<file path="config.mk">
export PLATFORM = sky130hd
export DESIGN_NAME = usb_packet_fifo_flat
export DESIGN_NICKNAME = d
export VERILOG_FILES = /design/src/rtl/usb_packet_fifo_pkg.sv /design/src/rtl/usb_packet_fifo_if.sv /design/src/rtl/usb_fifo_ram.sv /design/src/rtl/usb_packet_fifo.sv /design/src/flat_wrapper.sv
export VERILOG_INCLUDE_DIRS = /design/src /design/src/rtl
export SDC_FILE = /design/constraint.sdc
export NUM_CORES = 1
export LEC_CHECK = 0
export CAP_MARGIN = 30
export CORE_AREA = 2 2 225 227
export DETAILED_ROUTE_END_ITERATION = 12
export DIE_AREA = 0 0 227 229
export SETUP_SLACK_MARGIN = 0.3
export SYNTH_ARGS = -nofsm -noshare
export SYNTH_HDL_FRONTEND = slang
export SYNTH_SLANG_ARGS = --single-unit
</file>
<file path="constraint.sdc">
create_clock -name clk -period 3.8 [get_ports clk]
set_input_delay 1.14 -clock clk [delete_from_list [all_inputs] [get_ports clk]]
set_output_delay 1.14 -clock clk [all_outputs]
set_load 0.02 [all_outputs]
</file>
<file path="src/rtl/usb_defs.vh">
// Shared definitions for the USB packet FIFO slice: ceiling-log2 helper for
// deriving address widths from entry counts.
`ifndef USB_DEFS_VH
`define USB_DEFS_VH

`define CLOG2(x) $clog2(x)

`endif

</file>
<file path="src/rtl/usb_packet_fifo_pkg.sv">
// Shared types for usb_packet_fifo. USB_PACKET_FIFO_LAST_EN adds a packet-end
// flag alongside each stored beat.
package usb_packet_fifo_pkg;

`ifdef USB_PACKET_FIFO_LAST_EN
  localparam int LAST_BITS = 1;
`else
  localparam int LAST_BITS = 0;
`endif

  // Outcome of the writer-side inputs for one cycle.
  typedef enum logic [2:0] {
    WR_NONE,
    WR_PUSH,
    WR_OVERFLOW,
    WR_COMMIT,
    WR_DROP,
    WR_ABORT
  } wr_op_e;

  function automatic int ram_width(input int width);
    return width + LAST_BITS;
  endfunction

endpackage

</file>
<file path="src/rtl/usb_packet_fifo_if.sv">
// Writer/reader bundle for usb_packet_fifo. The master modport is the
// environment (USB RX writer plus consumer); the slave modport is the FIFO.
`include "usb_defs.vh"

interface usb_packet_fifo_if #(
  parameter int WIDTH = 8,
  parameter int DEPTH = 64
);
  localparam int AW = `CLOG2(DEPTH);

  logic [WIDTH-1:0] wr_data;
  logic             wr_strobe;
  logic             wr_last;
  logic             wr_abort;
  logic             wr_full;
  logic             pkt_dropped;
  logic [WIDTH-1:0] rd_data;
  logic             rd_valid;
  logic             rd_ready;
  logic             rd_last;
  logic [AW:0]      level;

  modport master (
    output wr_data, wr_strobe, wr_last, wr_abort, rd_ready,
    input  wr_full, pkt_dropped, rd_data, rd_valid, rd_last, level
  );

  modport slave (
    input  wr_data, wr_strobe, wr_last, wr_abort, rd_ready,
    output wr_full, pkt_dropped, rd_data, rd_valid, rd_last, level
  );

endinterface

</file>
<file path="src/rtl/usb_fifo_ram.sv">
// Simple dual-port RAM with registered read port; storage is not reset.
`include "usb_defs.vh"

module usb_fifo_ram #(
  parameter int WIDTH = 8,
  parameter int DEPTH = 64,
  localparam int AW = `CLOG2(DEPTH)
) (
  input  logic             clk,
  input  logic             we,
  input  logic [AW-1:0]    waddr,
  input  logic [WIDTH-1:0] wdata,
  input  logic             re,
  input  logic [AW-1:0]    raddr,
  output logic [WIDTH-1:0] rdata
);

  logic [WIDTH-1:0] mem [DEPTH];

  always_ff @(posedge clk) begin
    if (we) begin
      mem[waddr] <= wdata;
    end
    // rdata holds between reads so it doubles as the FIFO output register.
    if (re) begin
      rdata <= mem[raddr];
    end
  end

endmodule

</file>
<file path="src/rtl/usb_packet_fifo.sv">
// Packet FIFO with speculative write, commit/rollback and a registered read
// stage. Define USB_PACKET_FIFO_LAST_EN to carry rd_last through the RAM.
`include "usb_defs.vh"

module usb_packet_fifo
  import usb_packet_fifo_pkg::*;
#(
  parameter int WIDTH = 8,
  parameter int DEPTH = 64
) (
  input  logic clk,
  input  logic reset,
  usb_packet_fifo_if.slave bus
);

  localparam int AW = `CLOG2(DEPTH);
  localparam int RW = ram_width(WIDTH);
  localparam logic [AW:0] PTR_ONE = 1;
  localparam logic [AW:0] FULL_XOR = {1'b1, {AW{1'b0}}};

  logic [AW:0] wr_ptr_reg, wr_ptr_next;
  logic [AW:0] cm_ptr_reg, cm_ptr_next;
  logic [AW:0] rd_ptr_reg, rd_ptr_next;
  logic [AW:0] level_reg, level_next;
  logic        ovf_reg, ovf_next;
  logic        dropped_reg, dropped_next;
  logic        valid_reg, valid_next;

  wr_op_e      wr_op;
  logic        full;
  logic        load;
  logic        ram_we;
  logic [RW-1:0] ram_wdata;
  logic [RW-1:0] ram_rdata;

  assign full = (wr_ptr_reg ^ rd_ptr_reg) == FULL_XOR;
  assign load = (!valid_reg || bus.rd_ready) && (cm_ptr_reg != rd_ptr_reg);

  always_comb begin
    wr_op = WR_NONE;
    if (bus.wr_abort) begin
      wr_op = WR_ABORT;
    end else if (bus.wr_strobe) begin
      if (bus.wr_last) begin
        wr_op = (ovf_reg || full) ? WR_DROP : WR_COMMIT;
      end else begin
        wr_op = full ? WR_OVERFLOW : WR_PUSH;
      end
    end
  end

  always_comb begin
    wr_ptr_next  = wr_ptr_reg;
    cm_ptr_next  = cm_ptr_reg;
    ovf_next     = ovf_reg;
    dropped_next = 1'b0;
    rd_ptr_next  = load ? rd_ptr_reg + PTR_ONE : rd_ptr_reg;
    case (wr_op)
      WR_PUSH:     wr_ptr_next = wr_ptr_reg + PTR_ONE;
      WR_OVERFLOW: ovf_next = 1'b1;
      WR_COMMIT: begin
        wr_ptr_next = wr_ptr_reg + PTR_ONE;
        cm_ptr_next = wr_ptr_reg + PTR_ONE;
      end
      WR_DROP: begin
        wr_ptr_next  = cm_ptr_reg;
        ovf_next     = 1'b0;
        dropped_next = 1'b1;
      end
      WR_ABORT: begin
        wr_ptr_next = cm_ptr_reg;
        ovf_next    = 1'b0;
      end
      default: ;
    endcase
    valid_next = load ? 1'b1 : (bus.rd_ready ? 1'b0 : valid_reg);
    // Committed-but-unread RAM entries plus the occupied output register.
    level_next = (cm_ptr_next - rd_ptr_next) + {{AW{1'b0}}, valid_next};
  end

  always_ff @(posedge clk) begin
    if (reset) begin
      wr_ptr_reg  <= '0;
      cm_ptr_reg  <= '0;
      rd_ptr_reg  <= '0;
      level_reg   <= '0;
      ovf_reg     <= 1'b0;
      dropped_reg <= 1'b0;
      valid_reg   <= 1'b0;
    end else begin
      wr_ptr_reg  <= wr_ptr_next;
      cm_ptr_reg  <= cm_ptr_next;
      rd_ptr_reg  <= rd_ptr_next;
      level_reg   <= level_next;
      ovf_reg     <= ovf_next;
      dropped_reg <= dropped_next;
      valid_reg   <= valid_next;
    end
  end

  assign ram_we = (wr_op == WR_PUSH) || (wr_op == WR_COMMIT);

`ifdef USB_PACKET_FIFO_LAST_EN
  assign ram_wdata   = {bus.wr_last, bus.wr_data};
  assign bus.rd_last = valid_reg & ram_rdata[WIDTH];
`else
  assign ram_wdata   = bus.wr_data;
  assign bus.rd_last = 1'b0;
`endif

  usb_fifo_ram #(
    .WIDTH (RW),
    .DEPTH (DEPTH)
  ) u_ram (
    .clk   (clk),
    .we    (ram_we),
    .waddr (wr_ptr_reg[AW-1:0]),
    .wdata (ram_wdata),
    .re    (load),
    .raddr (rd_ptr_reg[AW-1:0]),
    .rdata (ram_rdata)
  );

  assign bus.rd_data     = ram_rdata[WIDTH-1:0];
  assign bus.rd_valid    = valid_reg;
  assign bus.wr_full     = full;
  assign bus.pkt_dropped = dropped_reg;
  assign bus.level       = level_reg;

endmodule

</file>
<file path="src/flat_wrapper.sv">
// flat-port wrapper written by rule: the top's interface ports become plain ports
module usb_packet_fifo_flat import usb_packet_fifo_pkg::*;
#(
  parameter int WIDTH = 8,
  parameter int DEPTH = 64
)
  (clk, reset, bus_wr_data, bus_wr_strobe, bus_wr_last, bus_wr_abort, bus_rd_ready, bus_wr_full, bus_pkt_dropped, bus_rd_data, bus_rd_valid, bus_rd_last, bus_level);
  usb_packet_fifo_if #(.WIDTH(WIDTH), .DEPTH(DEPTH)) bus_i ();
  input  logic clk;
  input  logic reset;
  input wire logic [$bits(bus_i.wr_data)-1:0] bus_wr_data;
  input wire logic [$bits(bus_i.wr_strobe)-1:0] bus_wr_strobe;
  input wire logic [$bits(bus_i.wr_last)-1:0] bus_wr_last;
  input wire logic [$bits(bus_i.wr_abort)-1:0] bus_wr_abort;
  input wire logic [$bits(bus_i.rd_ready)-1:0] bus_rd_ready;
  output wire logic [$bits(bus_i.wr_full)-1:0] bus_wr_full;
  output wire logic [$bits(bus_i.pkt_dropped)-1:0] bus_pkt_dropped;
  output wire logic [$bits(bus_i.rd_data)-1:0] bus_rd_data;
  output wire logic [$bits(bus_i.rd_valid)-1:0] bus_rd_valid;
  output wire logic [$bits(bus_i.rd_last)-1:0] bus_rd_last;
  output wire logic [$bits(bus_i.level)-1:0] bus_level;
  assign bus_i.wr_data = bus_wr_data;
  assign bus_i.wr_strobe = bus_wr_strobe;
  assign bus_i.wr_last = bus_wr_last;
  assign bus_i.wr_abort = bus_wr_abort;
  assign bus_i.rd_ready = bus_rd_ready;
  assign bus_wr_full = bus_i.wr_full;
  assign bus_pkt_dropped = bus_i.pkt_dropped;
  assign bus_rd_data = bus_i.rd_data;
  assign bus_rd_valid = bus_i.rd_valid;
  assign bus_rd_last = bus_i.rd_last;
  assign bus_level = bus_i.level;
  usb_packet_fifo #(.WIDTH(WIDTH), .DEPTH(DEPTH)) u_core (.clk(clk), .reset(reset), .bus(bus_i));
endmodule
</file>
==> After elaboration in Yosys (flattened, before gate mapping) <==
Memory sizes are Yosys's and may differ from the RTL's. A register that Yosys moved wholly into a read port is not among the register bits.
Cells that the tools add are included.
{ "op_classes": {"add_sub_neg": 4, "reduce_logical": 9, "eq_ne": 7, "bitwise": 1, "n_mux": 14} }
{ "op_table": {"columns": ["operator", "count"], "rows": [
  ["adder 7 x 1 -> 7 bit (second input constant)", 2],
  ["2-to-1 mux 7 bit", 2],
  ["case mux 7 bit (2 select lines)", 1],
  ["2-to-1 mux 3 bit", 4],
  ["adder 7 x 1 -> 7 bit", 1],
  ["== test 7 bit (second input constant)", 1],
  ["!= test 7 bit", 1],
  ["subtractor 7 bit", 1],
  ["bitwise XOR 7 bit", 1],
  ["== test 3 x 2 -> 1 bit (second input constant)", 2],
  ["== test 3 bit (second input constant)", 2],
  ["2-to-1 mux 1 bit", 5],
  ["nonzero test 2 bit", 2],
  ["OR reduction 2 bit", 2],
  ["== test 3 x 1 -> 1 bit (second input constant)", 1],
  ["logical OR 1 bit", 3],
  ["2-to-1 mux 2 bit", 1],
  ["case mux 1 bit (2 select lines)", 1],
  ["logical AND 1 bit", 1],
  ["logical NOT 1 bit", 1]
]} }
{ "totals": {"word_cells": 43, "ramBits": 512, "memories": 1, "output_inout_bits": 19, "register_bits": 31, "inputBits": 14} }
{ "memory_table": {"columns": ["memory", "words", "word_bits", "read_ports", "rd_ports_with_merged_regs", "wr", "line_no", "rtl"], "rows": [
  ["u_core.u_ram.mem", 64, 8, 1, 1, 1, "usb_fifo_ram.sv:18", "logic [WIDTH-1:0] mem [DEPTH];"]
]} }

==> Longest topological paths before layout <==
Gate-level depths: netlist (run 1).
{ "depth": {"ltp_word": 11, "mapped_depth": 17, "ltp_nobuf": 14} }

==> Hierarchy <==
From an unflattened synthesis (run 1), not the netlist that was laid out.
{ "hier_totals": {"cells_unflattened": 1151, "area_unflattened_um2": 22158.8} }
{ "modules_own_cells": {"columns": ["mod", "instances", "area_per_inst_um2", "cells_each"], "rows": [
  ["usb_fifo_ram", 1, 20246.9, 940],
  ["usb_packet_fifo", 1, 1911.8, 211]
]} }

==> Worst setup path after synthesis (run 1) <==
OpenSTA, ideal clock, no wires.
{ "synth_path": {"kind": "input to register", "startpoint": "in bus_rd_ready", "endpoint": "reg u_core.level_reg[6] (netlist: u_core.bus.level[6])", "path_stages": 14, "path_buffers": 1, "arrival_ps": 3899, "setup_time_ps": 72, "setup_slack_ps": -170, "path_cell_list": "nand2b_1 -> o21a_1 -> clkbuf_1 -> xor2_1 -> ha_1 -> inv_1 -> ha_1 -> fa_1 -> a21oi_1 -> o211ai_1 -> a21oi_1 -> xor2_1 -> xnor2_1 -> mux2i_1"} }
{ "synth_between": {"elab_chain_cells": 5, "word_cells_on_any_way": 7, "cone_classes": "add/sub (2); mux (3); reduce/logical (2)"} }
{ "synth_rtl": {"columns": ["element", "line_no", "rtl"], "rows": [
  ["start: declaration", "flat_wrapper.sv:15", "input wire logic [$bits(bus_i.rd_ready)-1:0] bus_rd_ready;"],
  ["logical OR 1 bit", "usb_packet_fifo.sv:37", "assign load = (!valid_reg || bus.rd_ready) && (cm_ptr_reg != rd_ptr_reg);"],
  ["logical AND 1 bit", "usb_packet_fifo.sv:37", null],
  ["net u_core.load", "usb_packet_fifo.sv:31", "logic load;"],
  ["2-to-1 mux 7 bit", "usb_packet_fifo.sv:57", "rd_ptr_next = load ? rd_ptr_reg + PTR_ONE : rd_ptr_reg;"],
  ["net u_core.rd_ptr_next[0]", "usb_packet_fifo.sv:23", "logic [AW:0] rd_ptr_reg, rd_ptr_next;"],
  ["subtractor 7 bit", "usb_packet_fifo.sv:78", "level_next = (cm_ptr_next - rd_ptr_next) + {{AW{1'b0}}, valid_next};"],
  ["adder 7 x 1 -> 7 bit", "usb_packet_fifo.sv:78", null],
  ["end signal: assignment", "usb_packet_fifo.sv:94", "level_reg <= level_next;"],
  ["end: declaration", "usb_packet_fifo.sv:24", "logic [AW:0] level_reg, level_next;"]
]} }
The timed path passes the listed nets, and every way through them passes these cells.
A chain may end at the register's enable or synchronous reset.

==> Final worst setup path (run 1) <==
{ "layout_path": {"startpoint": "in bus_wr_abort", "endpoint": "reg u_core.level_reg[6] (netlist: u_core.bus.level[6])"} }
{ "layout_between": {"elab_chain_cells": 5} }
{ "layout_rtl": {"columns": ["element", "line_no", "rtl"], "rows": [
  ["start: declaration", "flat_wrapper.sv:14", "input wire logic [$bits(bus_i.wr_abort)-1:0] bus_wr_abort;"],
  ["2-to-1 mux 3 bit", "usb_packet_fifo.sv:41", "if (bus.wr_abort) begin"],
  ["== test 3 x 2 -> 1 bit", "usb_packet_fifo.sv:58", "case (wr_op)"],
  ["2-to-1 mux 7 bit", "usb_packet_fifo.sv:58", null],
  ["net u_core.cm_ptr_next[1]", "usb_packet_fifo.sv:22", "logic [AW:0] cm_ptr_reg, cm_ptr_next;"],
  ["subtractor 7 bit", "usb_packet_fifo.sv:78", null],
  ["adder 7 x 1 -> 7 bit", "usb_packet_fifo.sv:78", null]
]} }
The timed path passes the listed nets, and every way through them passes these cells.

==> results.md, run 1 <==
- The hold path startpoint is u_core.ovf_reg.
- By instance count, the leading cell after synthesis is sky130_fd_sc_hd__edfxtp_1.
- The endpoint identified for the worst register-to-register timing path is u_core.bus.level[6].
- At the later pin of the worst-skew pair, clock insertion delay measures 0.61 ns.
- Of the total synthesized cell area, the portion taken by full adders, half adders and majority gates is 0.008870.
- The I/O pin count is 33.
- STA classifies the critical path startpoint as a primary input.
- The initial core utilization is 0.4432.
- The hold-fix buffer count after cts is 0.
- The count of filler cells inserted in the layout is between 3000 and 4000.
- The initial antenna violation count came to 0.
- The net count of the finished layout is 1297.
- Synthesis produced 1121 cells.
- The synthesized netlist contains 50 unique library cells.
- In the global route stage, met1 resource usage came out at 0.2750.
- The detailed router finished its first iteration with 1037 violations.
- The sequential fraction of the synthesis area is 0.7378.
- After detailed routing, the number of vias per cell comes to approximately 5.5.
- The area inside the core boundary is 49660 sq um.
- The maximum frequency from static timing analysis is about 0.30 GHz.
- The post-route fraction of the period consumed by the critical path is 0.8897.
- The dominant synthesized flop cell is sky130_fd_sc_hd__edfxtp_1.
- Sorting the synthesized cells by area gives the leading types as sky130_fd_sc_hd__edfxtp_1, sky130_fd_sc_hd__mux4_2, sky130_fd_sc_hd__dfxtp_1.
- STA puts the critical path data required time at about 4.3 ns.
- The clock tree from TritonCTS is yes.
- By count the netlist is led by sky130_fd_sc_hd__edfxtp_1, sky130_fd_sc_hd__mux4_2, sky130_fd_sc_hd__nor2_1.
- The synthesized-area fraction occupied by xor and xnor cells is 0.01393.
- The horizontal die dimension is about 230 um.
- The average detailed-routed wire length per instance is 25.14 um.
- The HPWL after detailed placement is ~31000 um.
- The cell area after synthesis is 22010 sq um.
- The source of the critical timing path is bus_wr_abort.
- The layer flagged by global routing as most heavily used is met2.
- The first global-routing pass estimated 73540 um of wire.
- Counting flops and latches in the post-synthesis netlist gives approximately 550.
- The worst relative slew slack is 0.3834.
- For the pin with the worst max-slew slack, the measured transition is 0.9248 ns.
- The number of max-cap violations is 0.
- In this run the critical register-to-register path is launched from u_core.rd_ptr_reg[3].
- The family with the most delay on the worst path is compound AO/OA/AOI/OAI gates.
- At the end of routability-driven placement, the weighted congestion stood at between 0.8 and 0.9.
- The overall die area is 51980 sq um.
- The number of cells on the worst reg-to-reg path is 14.
- Across the routed clock network, the largest skew measured is 0.01224 ns.
- The global router's overall resource usage is 0.1958.
- The number of hold-slack violations in the final timing report is 0.
- The type of element capturing the critical path is a flip-flop.
- The final max-slew violation count was 0.
- In this run the worst setup path terminates at u_core.bus.level[6].
- The first detailed-routing pass took 5 iterations.
- During synthesis, Yosys emitted a total of 0 warnings.
- The analysis attributes to cell leakage a power of 0.008175 uW.
- When the netlist entered floorplanning its net count stood at 1150.
- The maximum clock path buffer count is 3.
- The worst-path cell with the longest stage delay is sky130_fd_sc_hd__clkdlybuf4s50_1.
- The number of antenna-violating nets in the routed design is 0.
- The top cell type by total area after synthesis is sky130_fd_sc_hd__edfxtp_1.
- The register-to-register path setup slack is 0.49 ns.
- Setup violations remaining at the end of the flow were counted as 0.
- The compound-gate portion of the synthesized area was 0.03173.
- The pin count of the biggest net entering global routing is 65.
- The global-route met3 utilization is 0.04195.
- For this design the ratio of total power to cell area is 603.1 nW/um^2.
- Summed over all layers, the routed wires come to 49930 um.
- Summed over all layers, the global routing overflow is 0.
- For met2 alone, demand over resource in global routing was 0.3093.
- The floorplan has between 80 and 90 rows.
- In this run the number of cells on the critical path is 12.
- The area overhead of the layout relative to synthesis is 16.66%.
- The number of antenna diodes is 0.
- The critical path is of the in2reg type.
- The number of sinks driven by the clock tree is approximately 550.
- Setup repair after global routing left no endpoint under its margin.
- The share of synthesized registers carrying an async set or reset is 0.
- The smallest clock period supported by the final layout is computed as 3.381 ns.
- In this design, the stage delay of the slowest critical-path cell is 0.43 ns.
- The die is around 230 um tall.
- Clock-pin slew was measured on the worst setup and hold paths at roughly 0.070 ns.
- The post-route total power is 15480 uW.
- Data on the critical path arrives at its endpoint at 3.92 ns.
- The worst-case IR drop observed on VDD is a little over 0.4 mV.
- The flow ran to the end, and the final reports show no timing, DRC or antenna violations.
- The routed layout has 11020 vias.
- After synthesis, the share of cell area in mux cells is 0.1519.
- The basic-gate share of the synthesized area counting and, or, nand and nor cells is 0.03758.
- Of the post-synthesis cell area, the dominant cell type holds 0.7096.
- For this run, design rule violations remaining after detail routing come to 0.
- The average instance area after synthesis is 19.63 sq um.
- The clock tree synthesis step divided the H-tree into 2 levels.
- In this run, CTS created clock tree buffers numbering 54.
- The register with the most flip-flops in the layout has 512 of them.
- The number of enable-type register cells in the synthesized netlist is 520.
- The largest family of logic cells by synthesized area is multiplexers.
- Along the worst path, the maximum fanout reaches 4.
- The core occupancy in the finished layout is 0.5170.
- The register with the most flip-flops is u_core.u_ram.mem.
- The worst hold path belongs to the class reg2reg.
- Traced cell by cell, the critical path runs through clkdlybuf4s50_1, inv_1, o2111a_2, mux2_2, ha_4, fa_2, a21oi_4, o211ai_1, a21oi_1, xor2_1, xnor2_1, mux2i_1.
- The critical path contains buffers and inverters numbering 2 combined.
- The count of buffers added on input and output ports is 31.
- The share of final-layout standard cells stronger than drive strength 1 is 0.2938.
- The tree is rooted in a sky130_fd_sc_hd__clkbuf_16.
- The number of global-route vias before repair was roughly 11000.
- The largest registers in the layout are u_core.u_ram.mem: 512 flops, u_core.u_ram.rdata: 8 flops.
==> metal layers <==
layer	wire length (um)	vias to the layer above
li1	-	4844
met1	21670	5743
met2	23810	350
met3	3185	78
met4	1264	0
met5	0	-
==> worst min-delay path by stage <==
stage	endpoint	slack [ns]	depth (start not counted)
finish	u_core.ovf_reg	0.53	2
detailed placement	u_core.ovf_reg	0.51	2
global placement	u_core.ovf_reg	0.53	2
floorplan	u_core.ovf_reg	0.50	2
CTS	u_core.ovf_reg	0.53	2
global route	u_core.ovf_reg	0.58	2
==> final cells by class <==
class                      count  area, sq um  area share
clock inverter                32        269.0     0.01048
clock buffer                  70         1505     0.05863
timing repair buffer         163         1316     0.05127
multi-input combinational    486         5446      0.2122
sequential                   551        16250      0.6330
inverter                      12        45.04    0.001755
tap                          672        840.8     0.03275
==> logic make-up (layout without fill, tap and decap cells) <==
kind of cell | after synthesis | count (layout)
other cells | 1 | 1
buf+inv | 84 | 277
fa+ha+maj | 15 | 15
mux | 166 | 166
simple gates | 170 | 170
xor+xnor | 35 | 35
compound gates | 99 | 99
flops | 551 | 551
==> worst reg2reg max path: cells and delay by family (launching register included) <==
kind	cells	cell delay, ns
DFF	1	0.47
AOI/OAI and AO/OA	4	0.81
adders and majority gates	3	0.86
and+or+nand+nor	1	0.22
buffers and inverters	1	0.04
xor gates and xnor gates	3	0.52
muxes	2	0.36
==> layout by cell type, fill, tap and decap left out, types with 8 or more instances in the layout <==
cell | netlist | layout
sky130_fd_sc_hd__nor2b_1 | 12 | 12
sky130_fd_sc_hd__clkbuf_16 | 0 | 57
sky130_fd_sc_hd__a21oi_1 | 26 | 24
sky130_fd_sc_hd__o21ai_0 | 10 | 10
sky130_fd_sc_hd__clkinv_2 | 0 | 15
sky130_fd_sc_hd__mux4_2 | 134 | 134
sky130_fd_sc_hd__ha_1 | 14 | 12
sky130_fd_sc_hd__clkdlybuf4s50_1 | 0 | 19
sky130_fd_sc_hd__edfxtp_1 | 520 | 520
sky130_fd_sc_hd__inv_1 | 12 | 12
sky130_fd_sc_hd__mux2i_1 | 29 | 28
sky130_fd_sc_hd__buf_4 | 14 | 126
sky130_fd_sc_hd__buf_2 | 24 | 8
sky130_fd_sc_hd__a22oi_1 | 19 | 19
sky130_fd_sc_hd__a221oi_1 | 8 | 8
sky130_fd_sc_hd__xnor2_1 | 24 | 23
sky130_fd_sc_hd__xor2_1 | 11 | 11
sky130_fd_sc_hd__nor3_1 | 20 | 20
sky130_fd_sc_hd__a211oi_1 | 8 | 8
sky130_fd_sc_hd__and2_1 | 9 | 8
sky130_fd_sc_hd__dfxtp_1 | 31 | 26
sky130_fd_sc_hd__nand2_1 | 17 | 17
sky130_fd_sc_hd__clkbuf_1 | 29 | 10
sky130_fd_sc_hd__nor2_1 | 74 | 74
==> per-stage QoR <==
stage | setup WS (ns) | area [sq um] | setup TNS, ns | cells | hold slack (ns)
final | 0.4191 | 25670 | 0 | 1986 | 0.5268
after global routing | 0.3057 | 25670 | 0 | 1986 | 0.5825
after CTS | 0.2976 | 25590 | 0 | 1983 | 0.5279
after detailed placement | -0.4076 | 23810 | -0.5791 | 1881 | 0.5132
after global placement | -0.3839 | 23810 | -0.5178 | 1881 | 0.5276
after floorplan | 0.1106 | 22040 | 0 | 1121 | 0.4971
==> what timing repair did <==
action                                  in CTS  in global routing
gates resized for setup                      3                 13
cloned                                       0                  0
pin swaps                                    0                  9
endpoints found under the hold margin        0                  0
endpoints found under the setup margin       2                  2
buffers inserted                             0                  3
==> where the power goes <==
part / internal (uW) / switching, uW / total (uW)
Clock: 3070 / 2240 / 5310
Combinational: 1630 / 1670 / 3300
Sequential: 6790 / 83.8 / 6870
Total: 11500 / 3990 / 15500
Power figures use the tool's default switching activity.
==> run 2: changes to the inputs <==
clock period = 3.12 ns   (was 3.8 ns; I/O delays follow)
==> run 2 against run 1 <==
The run now ends with negative setup slack left. Wire length is 3.4% higher. Clock-buffer cell count down 7. Final cell count up 2.3%. Clock skew increased by 0.0053 ns. Combinational power rose by 41%. Worst setup slack worse by 0.51 ns. Cell area is 3.7% higher. Power is 26% higher. Die area stayed put. Critical path type unchanged.
==> results.md, run 2 (synthesized netlist as in run 1, its figures left out) <==
- The flow ran to the end, but the final reports show violations.
- The final reports fail on negative setup slack.
- In this run the register-to-register setup slack is -0.07 ns.
- The maximum frequency from static timing analysis is 0.3118 GHz.
- The I/O pin count is 33.
- In this run the critical register-to-register path is captured at u_core.bus.level[6].
- The first routing iteration left 974 violations.
- For the final routed database, the setup TNS stands at -0.08762 ns.
- The final weighted congestion of routability-driven global placement is ~0.83.
- The number of antenna-violating nets in the routed design is 0.
- The critical path goes through clkdlybuf4s50_1, nand2b_1, o21a_1, buf_6, mux2i_4, ha_4, fa_2, a21oi_2, o211ai_1, a21oi_1, xor2_1, xnor2_1, mux2i_1.
- The number of buffer cells added on primary ports is 31.
- The total congestion overflow after global routing is 0.
- In this run the power density over the cells is 733.0 nW/um^2.
- The hold path startpoint is u_core.ovf_reg.
- In the final layout, the multi-input gates occupy 5784 sq um.
- For this run, the share of the core covered by cells in the final layout is 0.5362.
- Dividing the final minimum period by the clock period gives 1.028.
- Measured against its own limit, the worst slew margin works out to 0.4853.
- The pre-antenna-repair detailed-routing pass consisted of 5 iterations.
- The remaining routing DRC violations is 0.
- The final max-slew violation count came to 0.
- The worst register-to-register path begins at u_core.rd_ptr_reg[6].
- The horizontal die dimension is 227 um.
- The vertical die dimension is between 200 and 250 um.
- The via total after detailed routing is 11340.
- The net count of the finished layout is between 1000 and 1500.
- The number of global-route vias before repair was 11810.
- After clock tree synthesis, the clock-pin slew on the worst setup and hold paths is 0.06 ns.
- No sink is reached through more buffers than the 3 on the longest clock path.
- Between clock sinks in the finished design, the worst skew comes to 0.01752 ns.
- Counting both buffers and inverters, the worst setup path holds a total of 2.
- The critical path data arrival time is 3.73 ns.
- For the worst setup path, the data required time is 3.64 ns.
- Of the cells placed in the final design, the portion with a size suffix greater than 1 is 0.3569.
- Across the whole layout, storage elements account for 16260 sq um.
- The number of antenna diodes is 0.
- The area overhead of the layout relative to synthesis is 20.99%.
- The count of final setup violators is 1.
- The startpoint type of the worst setup path is a primary input.
- The cell row count is 82.
- The register with the most flip-flops is u_core.u_ram.mem.
- The post-route total power is between 15000 and 20000 uW.
- In this design, the largest share of critical-path delay is due to adder cells.
- The delay of the slowest critical-path stage is 0.44 ns.
- The number of stages on the worst hold path is 2.
- The initial antenna violation count was 1.
- The average detailed-routed wire length per instance is 25.41 um.
- The filler cells instantiated in the layout total 3921.
- The tool flagged a number of max-cap violations equal to 0.
- The library cell used most frequently in the layout, excluding fill and tap cells, is sky130_fd_sc_hd__edfxtp_1.
- The type of element capturing the critical path is a flip-flop.
- The global router's overall resource usage is 0.2044.
- The hold-fix buffer count after cts is 0.
- The cell chosen for the clock root is sky130_fd_sc_hd__clkbuf_16.
- In this run the static leakage power is 0.008524 uW.
- The startpoint-to-endpoint class of the critical path is in2reg.
- Leaving out filler cells and counting taps, the final layout contains 2031.
- Setup repair after global routing could not meet its margin everywhere.
- Entering global routing, the biggest net connects 70 pins.
- The clock period minus worst slack is 3.208 ns.
- The largest registers in the layout are u_core.u_ram.mem: 512 flops, u_core.u_ram.rdata: 8 flops.
- The deepest level of the CTS H-tree is 2.
- The peak supply drop is 0.3903 mV.
- The min-delay analysis places its worst path in the category reg2reg.
- Dividing the detail-routed via count by the number of cells gives about 5.6.
- The overall die area is 51980 sq um.
- The slew of the pin with the lowest slew margin is between 0.7 and 0.8 ns.
- The initial core utilization is 0.4432.
- The worst-path cell with the longest stage delay is sky130_fd_sc_hd__clkdlybuf4s50_1.
- Before CTS, the worst setup slack after placement is -0.9249 ns.
- Along the worst path, the maximum fanout reaches 4.
- Clock latency on the worst-skew pair, taken at its later pin, is 0.60 ns.
- TritonCTS built the clock tree.
- The total area inside the core boundary comes to 49660 sq um.
- The HPWL reported at the end of detailed placement is roughly 32000 um.
- The number of sinks driven by the clock tree is 551.
- The final setup slack of the worst path is -0.08762 ns.
- The sink of the worst hold path is u_core.ovf_reg.
- The number of hold-slack violations in the final timing report is 0.
- The total wire length after detailed routing is a little over 50000 um.
- The number of cells in the design after placement is 1915.
- The global-route wire length before repair is 76910 um.
- The number of cells on the worst reg-to-reg path is 13.
- The flip-flop count of the largest register after layout is 512.
- The top cell types in the final layout, fill and taps aside, are sky130_fd_sc_hd__edfxtp_1, sky130_fd_sc_hd__buf_4, sky130_fd_sc_hd__mux4_2.
- The number of buffers inserted during clock tree synthesis is 55.
-- run 2: changes by cell type in the layout (fill, tap and decap cells not counted), moves of 10 or more --
cell,change
sky130_fd_sc_hd__buf_6,+18
sky130_fd_sc_hd__buf_4,+16
sky130_fd_sc_hd__nor3_1,-13
sky130_fd_sc_hd__nor3_2,+12
sky130_fd_sc_hd__nor2_1,-10
sky130_fd_sc_hd__xnor2_1,-10
-- run 2: cell type report --
type / count / area share
Clock buffer: 63 / 0.05442
Multi-Input combinational cell: 486 / 0.2172
Timing Repair Buffer: 207 / 0.07138
Clock inverter: 40 / 0.01297
Tap cell: 672 / 0.03158
Sequential cell: 551 / 0.6107
Inverter: 12 / 0.001692
-- run 2: repair_timing --
item,CTS,global route
setup endpoints to repair,12,346
buffers inserted,2,7
pin swaps,11,33
gates resized for setup,29,74
cloned,3,1
endpoints found under the hold margin,0,0
-- run 2: worst max path at each step --
| stage | start | endpoint | slack [ns] | depth (start not counted) |
|---|---|---|---|---|
| floorplan | bus_wr_strobe | u_core.bus.level[6] | -0.36 | 15 |
| global placement | bus_wr_strobe | u_core.bus.level[6] | -0.88 | 13 |
| detailed placement | bus_wr_strobe | u_core.bus.level[6] | -0.92 | 14 |
| CTS | u_core.rd_ptr_reg[5] | u_core.bus.level[6] | -0.12 | 15 |
| global route | bus_rd_ready | u_core.bus.level[6] | -0.18 | 13 |
| finish | bus_rd_ready | u_core.bus.level[6] | -0.09 | 13 |
-- run 2: routing by layer --
metal  GRT usage  vias to the layer above  wire length [um]
met5           0                        -                 0
met3     0.03720                       84              2558
li1            -                     4949                 -
met2      0.3289                      307             25220
met1      0.2891                     5998             22620
met4     0.05474                        0              1199
-- run 2: through the flow --
step | area, sq um | hold WS [ns]
after CTS | 26200 | 0.5375
after floorplan | 22130 | 0.4957
after detailed placement | 24200 | 0.5236
final | 26630 | 0.5380
after global routing | 26630 | 0.5716
after global placement | 24200 | 0.5230
-- run 2: report_power, final --
| part | internal (uW) | leakage, uW | switching (uW) |
|---|---|---|---|
| combinational | 2410 | 0.00271 | 2230 |
| sequential | 8270 | 0.00494 | 108 |
| clock | 3750 | 0.000870 | 2760 |
-- run 2: worst reg2reg max path: stages (launching register included) --
cell and delay, ns:
sky130_fd_sc_hd__dfxtp_4 0.37, sky130_fd_sc_hd__xor2_2 0.21, sky130_fd_sc_hd__nand3_2 0.13, sky130_fd_sc_hd__o2111a_2 0.33, sky130_fd_sc_hd__buf_6 0.13, sky130_fd_sc_hd__mux2_4 0.31
sky130_fd_sc_hd__ha_4 0.23, sky130_fd_sc_hd__fa_2 0.40, sky130_fd_sc_hd__a21oi_2 0.18, sky130_fd_sc_hd__o211ai_1 0.10, sky130_fd_sc_hd__a21oi_1 0.17, sky130_fd_sc_hd__xor2_1 0.20
sky130_fd_sc_hd__xnor2_1 0.16, sky130_fd_sc_hd__mux2i_1 0.23
==> run 3: changes to the inputs <==
ABC_AREA = 1   (was not set)
CELL_PAD_IN_SITES_DETAIL_PLACEMENT = 0   (was not set)
CELL_PAD_IN_SITES_GLOBAL_PLACEMENT = 1   (was not set)
CORE_AREA = 2 2 214 216   (was 2 2 225 227)
DIE_AREA = 0 0 216 218   (was 0 0 227 229)
PLACE_DENSITY_LB_ADDON = 0.1   (was not set)
==> run 3 against run 2 <==
The flow still finishes with violations (negative setup slack). Area after synthesis up 2.2%. Clock-buffer cell count up 4. Cell area up 0.74%. Wire length up 17%. First-iteration DRC count up 34%. Power up 11%.
==> results.md, run 3 <==
- For this run, asynchronously set or reset flops after synthesis account for 0.
- The pin count of the biggest net entering global routing is 178.
- The number of hold-slack violations in the final timing report was 0.
- The vertical die dimension is 218 um.
- Of the post-synthesis cell area, the dominant cell type holds 0.6941.
- The family with the most delay on the worst path is simple AND/OR/NAND/NOR gates.
- Setup repair after global routing could not meet its margin everywhere.
- VDD sags by at most 0.8136 mV.
- The clock period minus worst slack is 3.275 ns.
- The library cells used most frequently in the layout, excluding fill and tap cells, are sky130_fd_sc_hd__edfxtp_1, sky130_fd_sc_hd__nor2_1, sky130_fd_sc_hd__o21ai_0.
- The global-route wire length before repair is 89770 um.
- The die covers 47090 sq um.
- In this run the remaining antenna-violating nets after routing total 0.
- Hold repair after CTS inserted 0 buffers.
- The critical path data arrival time is between 3 and 4 ns.
- The total number of yosys warnings is 0.
- The share of final-layout standard cells stronger than drive strength 1 is 0.1827.
- The final weighted congestion of routability-driven global placement is 0.8581.
- The cell chosen for the clock root is sky130_fd_sc_hd__clkbuf_16.
- The number of enable-type register cells in the synthesized netlist is 520.
- Counting every net in the synthesized netlist gives 1860.
- The commonest non-fill, non-tap cell in the layout is sky130_fd_sc_hd__edfxtp_1.
- The run finished, with violations left.
- The clock insertion delay at the later pin of the skew report is about 0.62 ns.
- The hold path startpoint is u_core.cm_ptr_reg[6].
- The number of buffers inserted during clock tree synthesis is 56.
- During I/O placement, the number of pins put on the boundary was 33.
- The data required time of the critical path is 3.62 ns.
- The launch point of the worst reg-to-reg path is u_core.rd_ptr_reg[0].
- For this configuration, the core starts out at a cell density of 0.5011.
- The critical path in this run is classified as in2reg.
- STA classifies the critical path startpoint as a primary input.
- The count of unique library cells instantiated by Yosys is 42.
- Ranked by flip-flop count, first place goes to u_core.u_ram.mem.
- The net count of the finished layout is 2035.
- The slew of the pin with the lowest slew margin is 0.9197 ns.
- Setup violations remaining at the end of the flow were counted as 2.
- The cell area after synthesis is 22500 sq um.
- Once placement finished, the instance area stood at 24550 sq um.
- The cell count after synthesis came out at 1831.
- The HPWL reported at the end of detailed placement is 35680 um.
- The final instance area is approximately 27000 sq um.
- The number of cells on the worst reg-to-reg path is 25.
- After the first detailed-routing iteration, the DRC count stood at 1308.
- Timing would allow up to 0.3054 GHz.
- The number of synthesized register bits is roughly 550.
- The commonest cells after synthesis are sky130_fd_sc_hd__edfxtp_1, sky130_fd_sc_hd__nor2_1, sky130_fd_sc_hd__o21ai_0.
- The worst-path cell with the longest stage delay is sky130_fd_sc_hd__clkdlybuf4s50_1.
- The final max-slew violation count came to 0.
- Summing over every cut layer, the via total after detailed routing is between 15000 and 20000.
- The initial antenna violation count was 1.
- Power comes to 21680 uW.
- The critical path runs through a total of 22 cells.
- The worst relative slew slack is 0.3869.
- The final reports fail on negative setup slack.
- sky130_fd_sc_hd__edfxtp_1 takes more of the synthesized area than any other cell.
- After detailed routing, the total wire length is 60290 um.
- The source of the critical timing path is bus_wr_last.
- The leakage power figure is 0.009158 uW.
- The register with the most flip-flops in the layout has about 500 of them.
- For this run, the slowest stage of the critical path takes 0.47 ns.
- The post-route fraction of the period consumed by the critical path is 1.050.
- The cell row count is 78.
- The number of sinks driven by the clock tree is 551.
- The average instance area after synthesis is 12.29 sq um.
- The area growth from synthesis to layout is 19.24%.
- The first detailed-routing pass ran for 7 iterations.
- The number of antenna diodes is 0.
- The number of buffer and inverter stages on the critical path is 4.
- The deepest level of the CTS H-tree is 2.
- After synthesis, the cell types taking the most area are sky130_fd_sc_hd__edfxtp_1, sky130_fd_sc_hd__nor2_1, sky130_fd_sc_hd__o21ai_0.
- The dominant cell by count in the synthesized netlist is sky130_fd_sc_hd__edfxtp_1.
- The maximum clock path buffer count is 3.
- The final non-filler cell total is 2652.
- The worst setup path is captured at a flip-flop.
- Max-cap violations in this run came to 0.
- The top fanout value on the critical path is 6.
- The die is 216 um wide.
- Across every metal layer, demand over resource in global routing totals 0.2551.
- Power spread over the standard cell area amounts to 808.1 nW/um^2.
- After detailed routing, the average wire length per cell comes to 22.73 um.
- The largest registers in the layout are u_core.u_ram.mem: 512 flops, u_core.u_ram.rdata: 8 flops.
- After clock tree synthesis, the clock-pin slew on the worst setup and hold paths is 0.06 ns.
- The number of stages on the worst hold path is 2.
- Using the TritonRoute via totals, the vias-per-cell ratio works out to around 5.7.
- For flop-to-flop paths, the worst setup slack is -0.15 ns.
- For this run, the register share of the synthesized area comes to 0.7217.
- The remaining routing DRC violations is 0.
- After layout, the worst setup slack is -0.1549 ns.
- The clock tree from TritonCTS is yes.
- The number of global-route vias before repair is 14620.
- Walking the worst path, the cells encountered are clkdlybuf4s50_1, inv_2, nand2_2, nand2_2, nor2_4, nand2_4, nor2_4, a21oi_4, ha_4, inv_2, ha_4, fa_2, a21oi_2, nor2_2, nor2_2, nor2_1, inv_1, nand2_1, a21oi_2, nand3_1, nand2_1, nor2_1.
- The total congestion overflow after global routing is 0.
- The path category of the worst min-delay check is reg2reg.
- The layout has about 3700 filler cells.
- The number of buffer cells added on primary ports is 31.
- For the final database, setup skew stands at ~0.015 ns.
- Counting tap cells, the placed design contains a total of 2524 instances.
- The floorplan step defined a core boundary enclosing 44890 sq um.
- Among all flip-flop cells after synthesis, the most frequent one is sky130_fd_sc_hd__edfxtp_1.
[run 3: power breakdown]
group          switching [uW]  internal, uW  total, uW
Combinational            4230          2420       6650
Sequential               93.1          8310       8400
Clock                    2790          3830       6620
[run 3: path summary, 6_finish.rpt]
kind / end
setup / recovery: u_core.bus.level[6]
hold / removal: u_core.cm_ptr_reg[6]
setup reg to reg: u_core.bus.level[6]
hold reg to reg: u_core.cm_ptr_reg[6]
[run 3: metrics by stage]
stage	setup TNS, ns	hold slack [ns]	util	worst slack, ns
CTS	-0.04752	0.5167	0.5912	-0.04752
global route	-0.7167	0.5509	0.5975	-0.3029
floorplan	-0.2522	0.4740	-	-0.2044
global placement	-2.831	0.5069	0.5462	-0.7782
finish	-0.2543	0.5111	0.5975	-0.1549
detailed placement	-3.100	0.5085	0.5468	-0.7996
[run 3: timing repair]
action / CTS / global route
cloned: 0 / 1
gates resized for setup: 29 / 46
buffers inserted: 13 / 9
pin swaps: 16 / 14
endpoints found under the setup margin: 13 / 13
[run 3: cell type report]
type                            instances  area (sq um)  share of cell area
Inverter                               70         282.8             0.01054
Timing Repair Buffer                  229          2039             0.07603
Clock inverter                         37         339.1             0.01264
Clock buffer                           67          1464             0.05458
Multi-Input combinational cell       1098          5690              0.2121
Sequential cell                       551         16260              0.6061
Tap cell                              600         750.7             0.02799
[run 3: cell families (layout without fill, tap and decap cells)]
logic type | after synthesis | in the layout | synth area share
flip-flops | 551 | 551 | 0.7217
adder cells (fa/ha/maj) | 15 | 15 | 0.008677
AND/OR/NAND/NOR | 620 | 620 | 0.1144
buffers and inverters | 182 | 403 | 0.03382
AO/OA/AOI/OAI | 450 | 450 | 0.1162
XOR/XNOR | 12 | 12 | 0.005006
other | 1 | 1 | 0.0001667
[run 3: metal layers]
| metal | GRT usage | share of wire |
|---|---|---|
| met2 | 0.4204 | 0.48 |
| met1 | 0.3503 | 0.42 |
| met4 | 0.07717 | 0.029 |
| met5 | 0 | 0.00022 |
| met3 | 0.04268 | 0.065 |
[run 3: tightest hold or removal path: cells and delay by family (launching register included)]
family           cells  cell delay, ns
flip-flops           1            0.32
AND/OR/NAND/NOR      1            0.08
AO/OA/AOI/OAI        1            0.06
